===== src/rtl/dmem_pkg.sv =====
// Shared types for the data-memory bus controller: FSM states, bus widths and the latched request.
// Imported by dmem_bus_ctrl and dmem_timeout_ctr.
package dmem_pkg;

    localparam int DMEM_DW = 32;
    localparam int DMEM_MW = DMEM_DW / 8;

    typedef enum logic [1:0] {
        IDLE,
        REQ,
        WAIT_RSP,
        DONE
    } dmem_state_e;

    typedef struct packed {
        logic               we;
        logic [DMEM_MW-1:0] mask;
        logic [DMEM_DW-1:0] addr;
        logic [DMEM_DW-1:0] wdata;
    } dmem_req_t;

endpackage


===== src/rtl/dmem_timeout_ctr.sv =====
// Saturating transaction-age counter; expire_o flags the TimeoutCycles-th enabled cycle since clear.
// Single-cycle combinational expire; no backpressure.
module dmem_timeout_ctr
    import dmem_pkg::*;
#(
    parameter int TimeoutCycles = 255
) (
    input  logic clk_i,
    input  logic rst_i,
    input  logic clr_i,
    input  logic en_i,
    output logic expire_o
);

    localparam int CW = $clog2(TimeoutCycles + 1);

    logic [CW-1:0] cnt_q;

    always_ff @(posedge clk_i or posedge rst_i) begin
        if (rst_i) begin
            cnt_q <= '0;
        end else if (clr_i) begin
            cnt_q <= '0;
        end else if (en_i && (cnt_q != CW'(TimeoutCycles))) begin
            cnt_q <= cnt_q + 1'b1;
        end
    end

    // Counter reads k-1 in the k-th enabled cycle, so this fires on cycle TimeoutCycles.
    assign expire_o = en_i && (cnt_q >= CW'(TimeoutCycles - 1));

endmodule


===== src/rtl/dmem_bus_ctrl.sv =====
// Data-memory bus controller: latches a memory-stage access, runs a valid/ready bus transaction, pulses data_valid.
// Min 3 cycles per access; stalls the pipeline while in flight. DMEM_TIMEOUT_EN adds an abandon-on-timeout counter.
module dmem_bus_ctrl
    import dmem_pkg::*;
#(
    parameter int DataWidth     = DMEM_DW,
    parameter int MaskWidth     = DMEM_MW,
    parameter int TimeoutCycles = 255
) (
    input  logic                 clk,
    input  logic                 rst,
    input  logic                 request,
    input  logic                 we_re,
    input  logic [MaskWidth-1:0] mask,
    input  logic [DataWidth-1:0] addr,
    input  logic [DataWidth-1:0] store_data,
    output logic                 stall,
    output logic                 data_valid,
    output logic [DataWidth-1:0] load_data,
    output logic                 mem_valid,
    output logic                 mem_we,
    output logic [MaskWidth-1:0] mem_mask,
    output logic [DataWidth-1:0] mem_addr,
    output logic [DataWidth-1:0] mem_wdata,
    input  logic                 mem_ready,
    input  logic                 mem_rvalid,
    input  logic [DataWidth-1:0] mem_rdata,
    output logic                 timeout_err
);

    dmem_state_e          state_q;
    dmem_req_t            req_q;
    logic [DataWidth-1:0] load_data_q;
    logic                 data_valid_q;
    logic                 mem_valid_q;
    logic                 in_flight;
    logic                 finish_ok;
    logic                 timed_out;
    logic                 expire;

    assign in_flight = (state_q == REQ) || (state_q == WAIT_RSP);
    assign finish_ok = ((state_q == REQ) && mem_ready && (req_q.we || mem_rvalid)) ||
                       ((state_q == WAIT_RSP) && mem_rvalid);
    // A real completion in the limit cycle beats the timeout.
    assign timed_out = expire && !finish_ok;

`ifdef DMEM_TIMEOUT_EN
    logic timeout_err_q;

    dmem_timeout_ctr #(
        .TimeoutCycles(TimeoutCycles)
    ) u_timeout_ctr (
        .clk_i   (clk),
        .rst_i   (rst),
        .clr_i   ((state_q == IDLE) && request),
        .en_i    (in_flight),
        .expire_o(expire)
    );

    assign timeout_err = timeout_err_q;
`else
    assign expire      = 1'b0;
    assign timeout_err = 1'b0;
`endif

    always_ff @(posedge clk or posedge rst) begin
        if (rst) begin
            state_q      <= IDLE;
            req_q        <= '0;
            load_data_q  <= '0;
            data_valid_q <= 1'b0;
            mem_valid_q  <= 1'b0;
`ifdef DMEM_TIMEOUT_EN
            timeout_err_q <= 1'b0;
`endif
        end else begin
            data_valid_q <= 1'b0;
            case (state_q)
                IDLE: begin
                    if (request) begin
                        req_q       <= '{we: we_re, mask: mask, addr: addr, wdata: store_data};
                        mem_valid_q <= 1'b1;
                        state_q     <= REQ;
                    end
                end
                REQ, WAIT_RSP: begin
                    if (finish_ok || timed_out) begin
                        mem_valid_q  <= 1'b0;
                        data_valid_q <= 1'b1;
                        state_q      <= DONE;
                        if (timed_out) begin
                            load_data_q <= '0;
                        end else if (!req_q.we) begin
                            load_data_q <= mem_rdata;
                        end
                    end else if ((state_q == REQ) && mem_ready) begin
                        mem_valid_q <= 1'b0;
                        state_q     <= WAIT_RSP;
                    end
                end
                DONE: begin
                    state_q <= IDLE;
                end
                default: begin
                    state_q <= IDLE;
                end
            endcase
`ifdef DMEM_TIMEOUT_EN
            timeout_err_q <= timed_out;
`endif
        end
    end

    assign stall      = in_flight || ((state_q == IDLE) && request);
    assign data_valid = data_valid_q;
    assign load_data  = load_data_q;
    assign mem_valid  = mem_valid_q;
    assign mem_we     = req_q.we;
    assign mem_mask   = req_q.mask;
    assign mem_addr   = req_q.addr & ~DataWidth'(3);
    assign mem_wdata  = req_q.wdata;

endmodule

===== config.mk =====
export PLATFORM = sky130hd
export DESIGN_NAME = dmem_bus_ctrl
export DESIGN_NICKNAME = d
export VERILOG_FILES = /design/src/rtl/dmem_pkg.sv /design/src/rtl/dmem_timeout_ctr.sv /design/src/rtl/dmem_bus_ctrl.sv
export SDC_FILE = /design/constraint.sdc
export NUM_CORES = 1
export LEC_CHECK = 0
export CELL_PAD_IN_SITES_DETAIL_PLACEMENT = 0
export CELL_PAD_IN_SITES_GLOBAL_PLACEMENT = 1
export CORE_MARGIN = 2
export CORE_UTILIZATION = 31
export CTS_BUF_LIST = sky130_fd_sc_hd__clkbuf_4
export DETAILED_ROUTE_END_ITERATION = 8
export PLACE_DENSITY = 0.78
export SETUP_SLACK_MARGIN = 0.15
export SLEW_MARGIN = 40
export SYNTH_ARGS = -nofsm -noshare
export SYNTH_HDL_FRONTEND = slang
export SYNTH_HIERARCHICAL = 1
export SYNTH_SLANG_ARGS = --single-unit

===== constraint.sdc =====
create_clock -name clk -period 4 [get_ports clk]
set_input_delay 0.8 -clock clk [delete_from_list [all_inputs] [get_ports clk]]
set_output_delay 0.8 -clock clk [all_outputs]
set_load 0.1 [all_outputs]

**Yosys cells after proc, flatten, opt, wreduce, memory -nomap -nowiden**

Cells that the tools add are included.

- Flip-flop bits (word level): 105
- Latch bits: 0
- Bits in writable memories: 0
- ROM bits: 0
- Input bits: 106
- Output and inout bits: 105
- Logic and storage cells: 39
- Memories: 0

- $add $sub $neg: 0
- Multiply operators: 0
- Div/mod/pow operators: 0
- Magnitude comparators: 0
- Equality and inequality tests: 5
- Shift operators: 0
- Mux-type cells: 10
- Bitwise operators: 1
- Reductions and logical operators: 15

Operator list:

| kind | count |
|---|---|
| two-way mux 2 bit | 3 |
| one-hot mux 2 bit (3 select lines) | 1 |
| AND reduction 3 bit | 2 |
| two-way mux 1 bit | 5 |
| == test 2 bit, second input constant | 2 |
| logical AND 1 bit | 4 |
| logical OR 1 bit | 4 |
| AND reduction 2 bit | 2 |
| != test 3 bit, second input constant | 1 |
| == test 2 x 1 -> 1 bit, second input constant | 1 |
| zero test 2 bit | 1 |
| != test 2 bit, second input constant | 1 |
| one-hot mux 1 bit (2 select lines) | 1 |
| nonzero test 2 bit | 1 |
| OR reduction 2 bit | 1 |
| inverter 1 bit | 1 |

**Depth between registers and ports, before layout**

- Depth in word-level cells: 6
- Depth in mapped cells: 6
- Gate-level depth less buffers: 5

**Worst setup path before layout**

No wires, ideal clock.

- Kind: input to output
- Start point: input port request
- End point: output port stall
- Arrival time: 1883 ps
- Required time: 3200 ps
- Path slack: 1317 ps
- Stages on the path: 4
- Buffers on the path: 2
- Cell sequence: nand2_1 -> buf_2 -> buf_4 -> nand2_1

- Cells in the longest elaborated chain, start to end: 2

RTL lines:

| element | line | source |
|---|---|---|
| from (decl) | dmem_bus_ctrl.sv:12 | `input logic request,` |
| logical AND 1 bit | dmem_bus_ctrl.sv:114 | `assign stall = in_flight \|\| ((state_q == IDLE) && request);` |
| logical OR 1 bit | dmem_bus_ctrl.sv:114 |  |
| to (decl) | dmem_bus_ctrl.sv:17 | `output logic stall,` |

No other way between the ends.

**Worst setup path in the final report**

- Start point: register state_q[0]
- End point: output port stall

- Cells in the longest elaborated chain, start to end: 3
- Elaborated cells on any way between the ends: 6
- Classes of those cells: eq/ne: 2; reduce/logical: 4

RTL lines:

| element | line | source |
|---|---|---|
| from (decl) | dmem_bus_ctrl.sv:31 | `dmem_state_e state_q;` |
| from (signal assigned) | dmem_bus_ctrl.sv:68 | `state_q <= IDLE;` |
| from (signal assigned) | dmem_bus_ctrl.sv:83 | `state_q <= REQ;` |
| from (signal assigned) | dmem_bus_ctrl.sv:90 | `state_q <= DONE;` |
| == test 2 x 1 -> 1 bit, or another cell as far along | dmem_bus_ctrl.sv:41 | `assign in_flight = (state_q == REQ) \|\| (state_q == WAIT_RSP);` |
| logical OR 1 bit or logical AND 1 bit (tied branches) | dmem_bus_ctrl.sv:41, dmem_bus_ctrl.sv:114 |  |
| logical OR 1 bit * | dmem_bus_ctrl.sv:114 |  |

Mark *: on every way between the ends. The rest lies on a longest branch, timed or not.

==> impl_metrics.sql <==
INSERT INTO impl_metrics (metric_group, metric, value, unit) VALUES
('worst_setup_path', 'crit_cells', '5', ''),
('sta', 'min_period', '2.58', 'ns'),
('sta', 'final_critical_path_setup_slack', '1.42', 'ns'),
('global_route', 'globalRouteMet3Util', '4.82', '%'),
('clocking', 'post_cts_buffers', '0', ''),
('finish', 'num-nets-final', '562', ''),
('worst_setup_path', 'worst_path_max_delay_cell', 'dfrtp_1', ''),
('detailed_routing', 'routed_via_density', '4.36', ''),
('sta', 'timing.max_slew.rel_slack', '55.7', '%'),
('worst_setup_path', 'cp-end-kind', 'primary output', ''),
('worst_setup_path', 'critical_path.n_buffers_inverters', '3', ''),
('yosys', 'yosys_most_used_dff', 'dfrtp_1', ''),
('clocking', 'path_clk_slew', '0.13', 'ns'),
('floorplanning', 'dieHeight', '117', 'um'),
('floorplanning', 'floorplan.die.width', '117', 'um'),
('hold_path', 'whs_endpoint', 'load_data[10]', ''),
('sta', 'finClkSkew', '0.0122', 'ns'),
('sta', 'holdWs', '0.497', 'ns'),
('global_route', 'use_met2', '22.8', '%'),
('yosys', 'most_area_hungry_cell_type_in_the_yosys_netlist', 'dfrtp_1', ''),
('finish', 'postLayoutCoreUtil', '46.4', '%'),
('yosys', 'synth-warning-count', '6', ''),
('floorplanning', 'core_area', '12600', 'um2'),
('sta', 'finalSetupTns', '0', 'ns'),
('worst_setup_path', 'start_kind', 'register', ''),
('finish', 'final_layout_size_suffix_gt1_share', '48.9', '%'),
('yosys', 'async_reset_ff_share', '100', '%'),
('clocking', 'clock_tree.root_cell', 'clkbuf_4', ''),
('clocking', 'hold_buffers', '0', ''),
('worst_setup_path', 'worstReg2RegEnd', 'load_data[16]', ''),
('clocking', 'cts_buffers', '9', ''),
('yosys', 'syn-cell-area', '3990', 'um2'),
('floorplanning', 'start_util', '31.7', '%'),
('clocking', 'tritoncts', 'built', ''),
('clocking', 'cts-htree-levels', '3', ''),
('place', 'post-place-ws', '1.21', 'ns'),
('floorplanning', 'die-area', '13800', 'um2'),
('finish', 'fillers', '1161', ''),
('global_route', 'gr-usage-all-layers', '13.9', '%'),
('sta', 'worst_slew_pin_slew', '0.662', 'ns'),
('worst_setup_path', 'worstRegToRegCells', '6', ''),
('sta', 'setup_violations', '0', ''),
('worst_setup_path', 'reg2reg_setup_slack', '1.78', 'ns'),
('place', 'port-buffer-count', '205', ''),
('detailed_routing', 'ant_nets', '0', ''),
('detailed_routing', 'post-route-drc-count', '0', ''),
('clocking', 'cts-root-to-sink-buffers', '2', ''),
('yosys', 'netlist-cell-type-count', '21', ''),
('finish', 'diodes', '0', ''),
('yosys', 'synth.top_cells.by_count', '103 x dfrtp_1, 98 x mux2_2, 5 x buf_2, 5 x buf_4, 5 x inv_1', ''),
('global_route', 'maximum_number_of_pins_on_one_net_before_global_route_repair', '68', ''),
('floorplanning', 'ioPinCount', '211', ''),
('detailed_routing', 'dr.pass1.iters', '4', ''),
('yosys', 'synth.avg_cell_area', '16.5', 'um2'),
('clocking', 'clock_sink_count', '103', ''),
('worst_setup_path', 'cp_arrival', '1.78', 'ns'),
('clocking', 'insertion_delay', '0.46', 'ns'),
('yosys', 'synth-edff-count', '0', ''),
('yosys', 'synth_sequential_area_ratio', '64.7', '%'),
('worst_setup_path', 'critPathKind', 'register to primary output', ''),
('yosys', 'post_synth_main_area_contributors', 'dfrtp_1 65%, mux2_2 28%, ha_1 1.3%', ''),
('finish', 'areaGrowthSynthToFinish', '46.4', '%'),
('place', 'place_hpwl', '6890', 'um'),
('worst_setup_path', 'crit_path_frequent_cell', 'inv_1', ''),
('sta', 'fmaxAchievable', '0.388', 'GHz'),
('hold_path', 'hold_path_class', 'register to register', ''),
('yosys', 'yosysTopAreaCellShare', '64.7', '%'),
('yosys', 'synthMostInstantiatedCell', 'dfrtp_1', ''),
('place', 'globalplace.congestion', '0.745', ''),
('outcome', 'outcome', 'finished clean', ''),
('worst_setup_path', 'regToRegStartpoint', 'state_q[0]', '');
-- cell families (layout without fill, tap and decap cells) --
group | count (synthesis) | in the layout | synth area share [%]
AND/OR/NAND/NOR | 7 | 7 | 1.13
multiplexers | 102 | 102 | 28.8
buffers and inverters | 18 | 230 | 2.89
adder cells (fa/ha/maj) | 4 | 4 | 1.26
flip-flops | 103 | 103 | 64.7
AO/OA/AOI/OAI | 7 | 7 | 1.22
other | 1 | 3 | 0.0941
-- metrics by stage --
stage          cells  cell area [um2]
6_report         628             5840
5_1_grt          628             5840
4_1_cts          628             5830
3_5_place_dp     613             5720
3_3_place_gp     613             6230
2_1_floorplan    244             3990
-- layout by cell type (no fill, tap or decap) --
master and n:
a22oi_1 1, buf_6 1, nand2b_1 1, mux2_2 98
inv_1 4, o21ai_0 2, o221ai_1 1, nand3_1 1
inv_6 1, dfrtp_1 103, nor3_4 1, buf_4 3
nand4_1 1, buf_2 101, a21oi_1 1, nand2_1 2
ha_1 4, clkdlybuf4s50_1 103, a2bb2oi_1 1, buf_12 2
clkinv_2 1, clkbuf_4 13, clkinv_1 1, mux2_1 2
a21oi_2 1, nand2_2 1, mux2i_1 2, conb_1 3
-- per-layer routing --
layer,vias to the layer above,share of wire (%)
met5,-,0
met4,0,2.1
met3,12,7.6
met2,115,50
met1,1353,40
li1,1258,-
-- sequential cells by signal, indices dropped and copies added (netlist names) --
signal	count
mem_valid	1
mem_wdata	32
mem_addr	30
data_valid	1
mem_we	1
state_q	2
load_data	32
mem_mask	4
-- worst max path at each step --
stage                     from           end  slack [ns]
floorplan                  rst    data_valid        0.50
global placement     mem_ready  load_data[7]        1.26
detailed placement   mem_ready  load_data[8]        1.21
CTS                 state_q[0]         stall        1.36
global route        state_q[0]         stall        1.30
finish              state_q[0]         stall        1.42
-- worst register-to-register path, stage by stage, from the launching register on --
cell,delay (ns)
dfrtp_1,0.42
inv_1,0.08
ha_1,0.37
nand2_1,0.12
nor3_4,0.53
buf_12,0.25
mux2_2,0.35
-- cell type report --
cell class / instances / area (um2) / share of cell area (%)
Inverter: 5 / 23.8 / 0.407
Timing Repair Buffer: 210 / 1610 / 27.6
Tap cell: 172 / 215 / 3.69
Clock inverter: 2 / 8.76 / 0.150
Sequential cell: 103 / 2580 / 44.2
Multi-Input combinational cell: 123 / 1300 / 22.3
Clock buffer: 13 / 97.6 / 1.67
Power is not shown: default switching activity piles up to over one toggle a cycle in this logic, so the estimate is an artifact.
